--- src/rtl/ssd1306_pkg.sv ---
// Shared opcodes, encodings and reset defaults for the SSD1306 serial-interface model.
package ssd1306_pkg;

  localparam logic [7:0] CMD_SET_MODE    = 8'h20;
  localparam logic [7:0] CMD_SET_COL     = 8'h21;
  localparam logic [7:0] CMD_SET_PAGE    = 8'h22;
  localparam logic [7:0] CMD_CONTRAST    = 8'h81;
  localparam logic [7:0] CMD_CHARGE_PUMP = 8'h8D;
  localparam logic [7:0] CMD_MUX_RATIO   = 8'hA8;
  localparam logic [7:0] CMD_DISP_OFF    = 8'hAE;
  localparam logic [7:0] CMD_DISP_ON     = 8'hAF;
  localparam logic [7:0] CMD_DISP_OFFSET = 8'hD3;
  localparam logic [7:0] CMD_CLK_DIV     = 8'hD5;
  localparam logic [7:0] CMD_PRECHARGE   = 8'hD9;
  localparam logic [7:0] CMD_COM_PINS    = 8'hDA;
  localparam logic [7:0] CMD_VCOMH       = 8'hDB;

  localparam logic [6:0] COL_END_RST  = 7'd127;
  localparam logic [2:0] PAGE_END_RST = 3'd7;
  localparam logic [7:0] CONTRAST_RST = 8'h7F;

  typedef enum logic [1:0] {
    MODE_HORZ = 2'd0,
    MODE_VERT = 2'd1,
    MODE_PAGE = 2'd2
  } addr_mode_e;

  typedef enum logic [1:0] {
    PS_IDLE = 2'd0,
    PS_ARG1 = 2'd1,
    PS_ARG2 = 2'd2
  } parser_state_e;

  function automatic logic is_two_arg_cmd(input logic [7:0] b);
    return (b == CMD_SET_COL) || (b == CMD_SET_PAGE);
  endfunction

  function automatic logic is_one_arg_cmd(input logic [7:0] b);
    case (b)
      CMD_SET_MODE, CMD_CONTRAST, CMD_CHARGE_PUMP, CMD_MUX_RATIO,
      CMD_DISP_OFFSET, CMD_CLK_DIV, CMD_PRECHARGE, CMD_COM_PINS,
      CMD_VCOMH: return 1'b1;
      default:   return 1'b0;
    endcase
  endfunction

endpackage

--- src/rtl/ssd1306_spi_sink_rx.sv ---
// SPI mode-0 byte receiver: synchronises SCK/MOSI/CS_L/DC into i_Clk, detects
// SCK rising edges and presents each completed byte with a one-cycle valid.
module spi_slave_rx
  #(parameter int SYNC_STAGES = 2)
  (
    input  logic       i_Clk,
    input  logic       i_Rst_L,
    input  logic       i_SPI_Clk,
    input  logic       i_SPI_MOSI,
    input  logic       i_CS_L,
    input  logic       i_DC,
    output logic       o_Valid,
    output logic [7:0] o_Byte,
    output logic       o_DC
  );

  logic [SYNC_STAGES-1:0] sck_sync;
  logic [SYNC_STAGES-1:0] mosi_sync;
  logic [SYNC_STAGES-1:0] cs_sync;
  logic [SYNC_STAGES-1:0] dc_sync;
  logic                   sck_prev;
  logic [6:0]             shift_q;
  logic [2:0]             count_q;

  logic sck_s;
  logic mosi_s;
  logic cs_s;
  logic dc_s;
  logic sck_rise;

  assign sck_s    = sck_sync[SYNC_STAGES-1];
  assign mosi_s   = mosi_sync[SYNC_STAGES-1];
  assign cs_s     = cs_sync[SYNC_STAGES-1];
  assign dc_s     = dc_sync[SYNC_STAGES-1];
  assign sck_rise = sck_s & ~sck_prev;

  // NOTE: non-blocking assignments make each sync stage take the previous stage's old value.
  always_ff @(posedge i_Clk or negedge i_Rst_L) begin
    if (!i_Rst_L) begin
      sck_sync  <= '0;
      mosi_sync <= '0;
      cs_sync   <= '1;
      dc_sync   <= '0;
      sck_prev  <= 1'b0;
      shift_q   <= '0;
      count_q   <= '0;
    end else begin
      sck_sync  <= {sck_sync[SYNC_STAGES-2:0],  i_SPI_Clk};
      mosi_sync <= {mosi_sync[SYNC_STAGES-2:0], i_SPI_MOSI};
      cs_sync   <= {cs_sync[SYNC_STAGES-2:0],   i_CS_L};
      dc_sync   <= {dc_sync[SYNC_STAGES-2:0],   i_DC};
      sck_prev  <= sck_s;
      // A deselected link drops any partial byte; the stale shift bits are overwritten later.
      if (cs_s) begin
        count_q <= '0;
      end else if (sck_rise) begin
        shift_q <= {shift_q[5:0], mosi_s};
        count_q <= count_q + 3'd1;
      end
    end
  end

  // Valid is combinational in the 8th-edge cycle so the consumer's registers add the single cycle of latency.
  assign o_Valid = sck_rise & ~cs_s & (count_q == 3'd7);
  assign o_Byte  = {shift_q, mosi_s};
  assign o_DC    = dc_s;

endmodule

--- src/rtl/ssd1306_spi_sink.sv ---
// SSD1306 4-wire serial interface model: decodes command bytes into display and
// addressing state and turns data bytes into auto-incrementing framebuffer writes.
module ssd1306_spi_sink
  import ssd1306_pkg::*;
  #(
    parameter int         SYNC_STAGES = 2,
    parameter logic [1:0] RESET_MODE  = 2'd2
  )
  (
    input  logic       i_Clk,
    input  logic       i_Rst_L,
    input  logic       i_SPI_Clk,
    input  logic       i_SPI_MOSI,
    input  logic       i_CS_L,
    input  logic       i_DC,
    output logic       o_Wr_Enable,
    output logic [9:0] o_Wr_Address,
    output logic [7:0] o_Wr_Data,
    output logic       o_Byte_DV,
    output logic [7:0] o_Byte,
    output logic       o_Display_On,
    output logic [7:0] o_Contrast,
    output logic       o_Frame_Done
  );

  logic       rx_valid;
  logic [7:0] rx_byte;
  logic       rx_dc;

  spi_slave_rx #(.SYNC_STAGES(SYNC_STAGES)) u_rx (
    .i_Clk      (i_Clk),
    .i_Rst_L    (i_Rst_L),
    .i_SPI_Clk  (i_SPI_Clk),
    .i_SPI_MOSI (i_SPI_MOSI),
    .i_CS_L     (i_CS_L),
    .i_DC       (i_DC),
    .o_Valid    (rx_valid),
    .o_Byte     (rx_byte),
    .o_DC       (rx_dc)
  );

  parser_state_e state_q, state_d;
  logic [7:0]    cmd_q, cmd_d;
  logic [6:0]    arg1_q, arg1_d;
  addr_mode_e    mode_q, mode_d;
  logic [6:0]    col_start_q, col_start_d, col_end_q, col_end_d, col_q, col_d;
  logic [2:0]    page_start_q, page_start_d, page_end_q, page_end_d, page_q, page_d;

  logic       wr_en_d, byte_dv_d, disp_on_d, frame_done_d;
  logic [9:0] wr_addr_d;
  logic [7:0] wr_data_d, byte_d, contrast_d;

  // Wrap at the window end, or at the field maximum when the window is inverted.
  logic       col_wrap, page_wrap;
  logic [6:0] col_inc;
  logic [2:0] page_inc;

  assign col_wrap  = (col_q == col_end_q) || (col_q == 7'h7F);
  assign page_wrap = (page_q == page_end_q) || (page_q == 3'h7);
  assign col_inc   = col_wrap  ? col_start_q  : col_q + 7'd1;
  assign page_inc  = page_wrap ? page_start_q : page_q + 3'd1;

  // NOTE: every target is defaulted at the top of the block so no latch is inferred.
  always_comb begin
    state_d      = state_q;
    cmd_d        = cmd_q;
    arg1_d       = arg1_q;
    mode_d       = mode_q;
    col_start_d  = col_start_q;
    col_end_d    = col_end_q;
    col_d        = col_q;
    page_start_d = page_start_q;
    page_end_d   = page_end_q;
    page_d       = page_q;
    disp_on_d    = o_Display_On;
    contrast_d   = o_Contrast;
    byte_dv_d    = 1'b0;
    byte_d       = o_Byte;
    wr_en_d      = 1'b0;
    wr_addr_d    = o_Wr_Address;
    wr_data_d    = o_Wr_Data;
    frame_done_d = 1'b0;

    if (rx_valid) begin
      byte_dv_d = 1'b1;
      byte_d    = rx_byte;
      if (rx_dc) begin
        // Data aborts any half-received command sequence.
        state_d   = PS_IDLE;
        wr_en_d   = 1'b1;
        wr_addr_d = {page_q, col_q};
        wr_data_d = rx_byte;
        unique case (mode_q)
          MODE_HORZ: begin
            col_d        = col_inc;
            if (col_wrap) page_d = page_inc;
            frame_done_d = col_wrap & page_wrap;
          end
          MODE_VERT: begin
            page_d       = page_inc;
            if (page_wrap) col_d = col_inc;
            frame_done_d = col_wrap & page_wrap;
          end
          default: col_d = col_inc;
        endcase
      end else begin
        unique case (state_q)
          PS_IDLE: begin
            cmd_d = rx_byte;
            if (is_two_arg_cmd(rx_byte) || is_one_arg_cmd(rx_byte)) begin
              state_d = PS_ARG1;
            end else if (rx_byte == CMD_DISP_OFF) begin
              disp_on_d = 1'b0;
            end else if (rx_byte == CMD_DISP_ON) begin
              disp_on_d = 1'b1;
            end else if (rx_byte[7:3] == 5'b10110) begin
              page_d = rx_byte[2:0];
            end else if (rx_byte[7:4] == 4'h0) begin
              col_d[3:0] = rx_byte[3:0];
            end else if (rx_byte[7:3] == 5'b00010) begin
              col_d[6:4] = rx_byte[2:0];
            end
          end
          PS_ARG1: begin
            if (is_two_arg_cmd(cmd_q)) begin
              arg1_d  = rx_byte[6:0];
              state_d = PS_ARG2;
            end else begin
              state_d = PS_IDLE;
              if (cmd_q == CMD_SET_MODE && rx_byte[1:0] != 2'd3) begin
                mode_d = addr_mode_e'(rx_byte[1:0]);
              end else if (cmd_q == CMD_CONTRAST) begin
                contrast_d = rx_byte;
              end
            end
          end
          PS_ARG2: begin
            state_d = PS_IDLE;
            if (cmd_q == CMD_SET_COL) begin
              col_start_d = arg1_q;
              col_end_d   = rx_byte[6:0];
              col_d       = arg1_q;
            end else begin
              page_start_d = arg1_q[2:0];
              page_end_d   = rx_byte[2:0];
              page_d       = arg1_q[2:0];
            end
          end
          default: state_d = PS_IDLE;
        endcase
      end
    end
  end

  always_ff @(posedge i_Clk or negedge i_Rst_L) begin
    if (!i_Rst_L) begin
      state_q      <= PS_IDLE;
      cmd_q        <= '0;
      arg1_q       <= '0;
      mode_q       <= addr_mode_e'(RESET_MODE);
      col_start_q  <= '0;
      col_end_q    <= COL_END_RST;
      col_q        <= '0;
      page_start_q <= '0;
      page_end_q   <= PAGE_END_RST;
      page_q       <= '0;
      o_Display_On <= 1'b0;
      o_Contrast   <= CONTRAST_RST;
      o_Byte_DV    <= 1'b0;
      o_Byte       <= '0;
      o_Wr_Enable  <= 1'b0;
      o_Wr_Address <= '0;
      o_Wr_Data    <= '0;
      o_Frame_Done <= 1'b0;
    end else begin
      state_q      <= state_d;
      cmd_q        <= cmd_d;
      arg1_q       <= arg1_d;
      mode_q       <= mode_d;
      col_start_q  <= col_start_d;
      col_end_q    <= col_end_d;
      col_q        <= col_d;
      page_start_q <= page_start_d;
      page_end_q   <= page_end_d;
      page_q       <= page_d;
      o_Display_On <= disp_on_d;
      o_Contrast   <= contrast_d;
      o_Byte_DV    <= byte_dv_d;
      o_Byte       <= byte_d;
      o_Wr_Enable  <= wr_en_d;
      o_Wr_Address <= wr_addr_d;
      o_Wr_Data    <= wr_data_d;
      o_Frame_Done <= frame_done_d;
    end
  end

endmodule
--- config.mk ---
export PLATFORM = sky130hd
export DESIGN_NAME = ssd1306_spi_sink
export DESIGN_NICKNAME = d
export VERILOG_FILES = /design/src/rtl/ssd1306_pkg.sv /design/src/rtl/ssd1306_spi_sink_rx.sv /design/src/rtl/ssd1306_spi_sink.sv
export SDC_FILE = /design/constraint.sdc
export NUM_CORES = 1
export LEC_CHECK = 0
export BUFFER_PORTS_ARGS = -buffer_cell sky130_fd_sc_hd__buf_4
export CAP_MARGIN = 20
export CORE_ASPECT_RATIO = 1.25
export CORE_MARGIN = 2
export CORE_UTILIZATION = 35
export CTS_CLUSTER_DIAMETER = 100
export DETAILED_ROUTE_END_ITERATION = 8
export GPL_TIMING_DRIVEN = 0
export PLACE_DENSITY = 0.55
export SYNTH_ARGS = -nofsm -noshare
export SYNTH_HDL_FRONTEND = slang
export SYNTH_SLANG_ARGS = --single-unit
export TNS_END_PERCENT = 100
--- constraint.sdc ---
create_clock -name i_Clk -period 2.62 [get_ports i_Clk]
set_clock_uncertainty 0.1 [all_clocks]
set_input_delay 0.262 -clock i_Clk [delete_from_list [all_inputs] [get_ports i_Clk]]
set_output_delay 0.262 -clock i_Clk [all_outputs]
set_load 0.03 [all_outputs]
==> results.toml, run 1 <==
[clock_tree]
root_buffer = "clkbuf_16"
cts_tree = "done"
clkSlewWorstSetupHoldPaths_ns = 0.07
clock_sinks = 106
h-tree-depth = 3
clock_path_buffers = 2
clk-insertion-delay-late_ns = 0.34
cts_setup_buffers = 0
cts_made_buffers = 9

[synth]
synthArstFlopShare_pct = 100
ys_ff_latch = 106
synth-main-ff-cell = "dfrtp_1"
synth-edff-count = 0
synth_fp_nets = 405
ys_types = 57
yosysSeqAreaShare_pct = 55.6
syn_area_um2 = 4810
synth_cells = 394
ys_warn_count = 0
avgSynthCellArea_um2 = 12.2

[placed_design]
portBuffers = 43
routabilityCongestion = 0.809
pre_cts_ws_ns = 0.101
dp_hpwl_um = 7700

[grt]
antenna_found_initial = 0
overflow = 0
grt_pass1_wl_um = 18200
grt_max_degree = 65
grt_pass1_vias = 3355
grt_usage_pct = 16.3

[pwr]
irDropWorstVdd_v = 0.000275
p_sw_uw = 934
p_comb_share_pct = 12.7
pwr-share-seq_pct = 50.0
clock_power_share_pct = 37.4
p_leak_nw = 2.66
p_int_mw = 2.55
power.density_nw_per_um2 = 609
p_sw_share_pct = 26.8

[route]
wl_per_cell_um = 17.2
drc = 0
via_count = 3285
drtAntennaViolNets = 0
detail_route.first_pass.iterations = 4
dr.first_iter.drc_count = 128
avgViaCountPerCell = 5.21
routed_wl_um = 10800

[floorplan]
design.portCount = 44
core_um2 = 13300
initial_core_util_pct = 36.1
chipHeight_um = 135
rows = 47
die_area_um2 = 14700
die_w_um = 109

[cells_and_area]
area_growth_syn_to_layout_pct = 18.9
most-common-layout-cells = "dfrtp_1, mux2_2, buf_4"
nets = 465
antenna_cells = 0
final_common_cell = "dfrtp_1"
num-fill-cells = 1264
layout-drive-gt1-share_pct = 34.2

[hold_path]
min_path_cells = 0
hold_class = "register to register"

[sta]
fmax_mhz = 415
hold_viol = 0
grt_setup_unrepaired = "no"
slew-limit-headroom_pct = 48.4
setup_tns_ns = 0
worst_slew_pin_slew_ns = 0.771
period_share_pct = 92.0
setup_ws_ns = 0.211
setup_violations = 0
fin_crit_ns = 2.41
maxSlewViolCount = 0

[setup_path]
critPathCaptureType = "register"
path_max_fanout = 10
crit_required_ns = 2.76
cp_num_buf_inv = 1
crit_slowest_cell = "a31oi_1"
crit_family = "compound AO/OA/AOI/OAI gates"
critPathKind = "register to register"
path_common_cell = "ha_1"
critPathMaxStageDelay_ns = 0.58
cp_num_cells = 7
crit_arrival_ns = 2.54
ff2ff_path_depth = 7
critPathLaunchType = "register"
cp_cell_sequence = "ha_1 -> ha_1 -> a31oi_1 -> a221o_1 -> buf_2 -> a211oi_1 -> a32o_1"

[job]
maxCapViolCount = 0

[run_status]
status = "finished, final reports clean"
[path summary, 6_finish.rpt]
check	from	slack [ns]	to
setup / recovery	page_q[0]	0.21	col_q[1]
hold / removal	u_rx.sck_sync[0]	0.25	u_rx.sck_sync[1]
setup reg to reg	page_q[0]	0.21	col_q[1]
hold reg to reg	u_rx.sck_sync[0]	0.25	u_rx.sck_sync[1]
max in group asynchronous	i_Rst_L	1.33	u_rx.cs_sync[0]
min in group asynchronous	i_Rst_L	0.35	o_Wr_Address[5]
[power groups by stage]
stage          logic (mW)  registers, mW  clock network (mW)
2_1_floorplan       0.260           1.76                   0
3_3_place_gp        0.437           1.77                   0
3_5_place_dp        0.447           1.77                   0
4_1_cts             0.454           1.74                1.35
5_1_grt             0.494           1.74                1.43
6_report            0.442           1.74                1.30
[worst register-to-register path, delay by kind of cell, from the launching register on]
family / cells / cell delay, ns
DFF: 1 / 0.43
adders and majority gates: 2 / 0.39
AOI/OAI and AO/OA: 4 / 1.19
buffers and inverters: 1 / 0.20
[per-layer routing]
metal  wire length, um  part of all wire, %  track usage [%]
met1              4770                   44             20.9
met2              5620                   52             27.5
met3               293                  2.7             2.98
met4               171                  1.6             5.48
met5                 0                    0                0
[what timing repair did]
action                                 CTS  global route
setup endpoints to repair                0            21
gates resized for setup                  0             4
hold buffers                             5             0
endpoints found under the hold margin   42             0
[Yosys cell counts (3+ instances only)]
| cell type | n | area [um2] |
|---|---|---|
| nor3_1 | 5 | 25.0 |
| a211oi_1 | 5 | 37.5 |
| clkbuf_1 | 21 | 78.8 |
| dfrtp_1 | 86 | 2150 |
| buf_1 | 3 | 11.3 |
| o21ai_0 | 7 | 35.0 |
| nand3_1 | 5 | 25.0 |
| mux2_2 | 69 | 777 |
| and3_1 | 4 | 25.0 |
| o211ai_1 | 3 | 22.5 |
| ha_1 | 5 | 62.6 |
| nor2_1 | 10 | 37.5 |
| dfstp_2 | 20 | 526 |
| or3_1 | 4 | 25.0 |
| a31oi_1 | 4 | 25.0 |
| o21ai_1 | 3 | 15.0 |
| mux2i_1 | 6 | 60.1 |
| and4_1 | 3 | 26.3 |
| xnor2_1 | 14 | 123 |
| nand4_1 | 7 | 43.8 |
| nand2b_1 | 5 | 31.3 |
| nand2_1 | 42 | 158 |
| a21oi_1 | 12 | 60.1 |
| inv_1 | 5 | 18.8 |
[area by class of cell]
type | count | area, um2 | area share, %
flip-flops and latches | 106 | 2680 | 46.8
clock buffers | 13 | 270 | 4.72
multi-input cells | 258 | 2030 | 35.4
repair buffers | 49 | 400 | 6.99
clock inverters | 3 | 22.5 | 0.393
inverters | 5 | 18.8 | 0.328
plain buffers | 25 | 97.6 | 1.70
well taps | 171 | 214 | 3.74
[state kept, by name, summed over array words and instances (netlist names), 7 cells and up]
signal,cells
col_end_q,7
o_Contrast,8
arg1_q,7
col_start_q,7
col_q,7
u_rx.shift_q,7
o_Wr_Data,8
o_Wr_Address,10
cmd_q,8
o_Byte,8
[cells by family after synthesis]
group	after synthesis	synth area share [%]
and+or+nand+nor	104	12.0
DFF	106	55.6
buffers and inverters	30	2.36
AOI/OAI and AO/OA	57	8.21
muxes	75	17.4
adders and majority gates	6	1.51
xor gates and xnor gates	16	2.91
[metrics by stage]
step	power [mW]	util (%)	instances	hold WS (ns)	area, um2
6_report	3.48	42.9	630	0.250	5730
5_1_grt	3.67	42.9	630	0.257	5730
3_3_place_gp	2.20	40.1	608	0.235	5350
3_5_place_dp	2.22	40.3	609	0.197	5380
4_1_cts	3.54	42.9	630	0.253	5720
2_1_floorplan	2.02	-	394	-0.134	4810
Note: power is estimated with default switching activity, not from simulation.
==> run 2: changes to the inputs <==
--- a/config.mk
+++ b/config.mk
@@ -9,12 +9,13 @@
 export CAP_MARGIN = 20
 export CORE_ASPECT_RATIO = 1.25
 export CORE_MARGIN = 2
-export CORE_UTILIZATION = 35
+export CORE_UTILIZATION = 45
 export CTS_CLUSTER_DIAMETER = 100
 export DETAILED_ROUTE_END_ITERATION = 8
 export GPL_TIMING_DRIVEN = 0
-export PLACE_DENSITY = 0.55
+export PLACE_DENSITY = 0.66
 export SYNTH_ARGS = -nofsm -noshare
 export SYNTH_HDL_FRONTEND = slang
+export SYNTH_HIERARCHICAL = 1
 export SYNTH_SLANG_ARGS = --single-unit
 export TNS_END_PERCENT = 100
==> run 2 against run 1 <==
Critical path type unchanged. Global-route usage is 2.4 points higher. Synthesized area is 0.29% lower. Worst hold slack worse by 0.0028 ns. Die area is 22% lower.
==> results.toml, run 2 <==
[synth]
synth_cells = 361
synth_largest_area_cell = "dfrtp_1"
synth.top_cell.area_share_pct = 44.8
ys_ff_latch = 106
avgSynthCellArea_um2 = 13.3
synthArstFlopShare_pct = 100
ys_types = 50
synthMostInstantiatedCell = "dfrtp_1"
synth_commonest_cells = "dfrtp_1, mux2_2, dfstp_2"
syn_area_um2 = 4800
ys_top_cells_by_area = "dfrtp_1, mux2_2, dfstp_2"
yosysSeqAreaShare_pct = 55.8
synth_fp_nets = 372
synth-edff-count = 0
ys_warn_count = 6
synth-main-ff-cell = "dfrtp_1"

[hold_path]
hold_class = "register to register"

[cells_and_area]
final_common_cell = "dfrtp_1"
layout-drive-gt1-share_pct = 42.1
largest_register_ffs = 10
seqCellArea_um2 = 2680
top_register = "o_Wr_Address"
num-fill-cells = 908
nets = 434
layout.cells.non_filler = 560
most-common-layout-cells = "dfrtp_1, mux2_2, buf_4"
multiInputGateArea_um2 = 2010
area_growth_syn_to_layout_pct = 18.4
antenna_cells = 0

[sta]
setup_tns_ns = 0
worst_slew_pin_slew_ns = 0.736
slew-limit-headroom_pct = 50.9
setup_ws_ns = 0.144
setup_violations = 0
hold_viol = 0
fmax_mhz = 404
fin_hold_ws_ns = 0.247
fin_crit_ns = 2.48
maxSlewViolCount = 0
grt_setup_unrepaired = "no"
period_share_pct = 94.5

[route]
avgViaCountPerCell = 5.46
via_count = 3060
wl_per_cell_um = 17.3
drc = 0
detail_route.first_pass.iterations = 4
routed_wl_um = 9670
dr.first_iter.drc_count = 114
drtAntennaViolNets = 0

[placed_design]
dp_hpwl_um = 6690
placedCellCount = 537
pre_cts_ws_ns = -0.193
portBuffers = 43
routabilityCongestion = 0.816

[setup_path]
cp_cell_sequence = "ha_1 -> ha_1 -> nor3b_2 -> clkbuf_2 -> nand2_1 -> clkbuf_1 -> mux2_2"
cp_num_buf_inv = 2
critPathCaptureType = "register"
critPathLaunchType = "register"
crit_family = "buffers and inverters"
crit_slowest_cell = "clkbuf_1"
critPathMaxStageDelay_ns = 0.58
crit_required_ns = 2.74
path_max_fanout = 10
crit_arrival_ns = 2.60
critPathKind = "register to register"
path_common_cell = "ha_1"

[floorplan]
design.portCount = 44
die_w_um = 96.4
initial_core_util_pct = 45.7
rows = 42
core_um2 = 10500
die_area_um2 = 11500
chipHeight_um = 119

[pwr]
power.density_nw_per_um2 = 614
irDropWorstVdd_v = 0.000330
p_leak_nw = 2.83

[grt]
grt_max_degree = 65
overflow = 0
grt_pass1_vias = 3173
grt_usage_pct = 18.7
grt_pass1_wl_um = 16300
antenna_found_initial = 0

[clock_tree]
clock_path_buffers = 2
clk-insertion-delay-late_ns = 0.34
clkSlewWorstSetupHoldPaths_ns = 0.06
h-tree-depth = 3
clock_sinks = 106
root_buffer = "clkbuf_16"
cts_made_buffers = 9
cts_tree = "done"

[run_status]
status = "finished, final reports clean"

[job]
maxCapViolCount = 0
[run 2: layout make-up]
class                   instances  share of cell area (%)
repair buffers                 51                    7.31
well taps                     132                    2.91
flip-flops and latches        106                    47.1
inverters                       6                   0.396
plain buffers                  19                    1.72
multi-input cells             230                    35.4
clock buffers                  13                    4.40
clock inverters                 3                   0.705
[run 2: power by group]
part	leakage [nW]	switching (mW)	total [mW]	internal [mW]
Clock	0.144	0.556	1.32	0.765
Sequential	1.38	0.0952	1.79	1.69
Combinational	1.31	0.230	0.382	0.152
[run 2: stage by stage]
| step | cell area [um2] | util [%] | power (mW) |
|---|---|---|---|
| floorplan | 4800 | - | 2.03 |
| CTS | 5670 | 54.0 | 3.54 |
| global placement | 5290 | 50.3 | 2.19 |
| detailed placement | 5320 | 50.6 | 2.20 |
| finish | 5680 | 54.1 | 3.49 |
| global route | 5680 | 54.1 | 3.66 |
[run 2: final timing paths]
kind	start	cells past startpoint	endpoint	slack, ns
setup / recovery	u_rx/count_q[0]	7	o_Wr_Data[7]	0.14
hold / removal	u_rx/mosi_sync[0]	0	u_rx/mosi_sync[1]	0.25
setup reg to reg	u_rx/count_q[0]	7	o_Wr_Data[7]	0.14
hold reg to reg	u_rx/mosi_sync[0]	0	u_rx/mosi_sync[1]	0.25
max in group asynchronous	i_Rst_L	3	u_rx/cs_sync[1]	1.30
min in group asynchronous	i_Rst_L	2	o_Wr_Enable	0.36
[run 2: timing repair]
| action | CTS | global route |
|---|---|---|
| pin swaps | 1 | 0 |
| hold endpoints to repair | 35 | 0 |
| setup endpoints to repair | 20 | 12 |
| buffers inserted | 2 | 0 |
| hold buffers | 5 | 0 |
| gates resized for setup | 1 | 2 |
[run 2: cell families (layout without fill, tap and decap cells)]
| kind of cell | after synthesis | in the layout | synth area share, % |
|---|---|---|---|
| flip-flops | 106 | 106 | 55.8 |
| multiplexers | 87 | 87 | 20.2 |
| AND/OR/NAND/NOR | 76 | 76 | 10.5 |
| AO/OA/AOI/OAI | 45 | 45 | 6.67 |
| buffers and inverters | 25 | 92 | 2.48 |
| XOR/XNOR | 17 | 17 | 3.10 |
| adder cells (fa/ha/maj) | 5 | 5 | 1.30 |
[run 2: per-layer routing]
layer | wire [um] | vias to the layer above | track usage (%)
li1 | - | 1432 | -
met1 | 4230 | 1573 | 24.1
met2 | 4990 | 44 | 30.8
met3 | 271 | 11 | 4.17
met4 | 174 | 0 | 6.25
met5 | 0 | - | 0
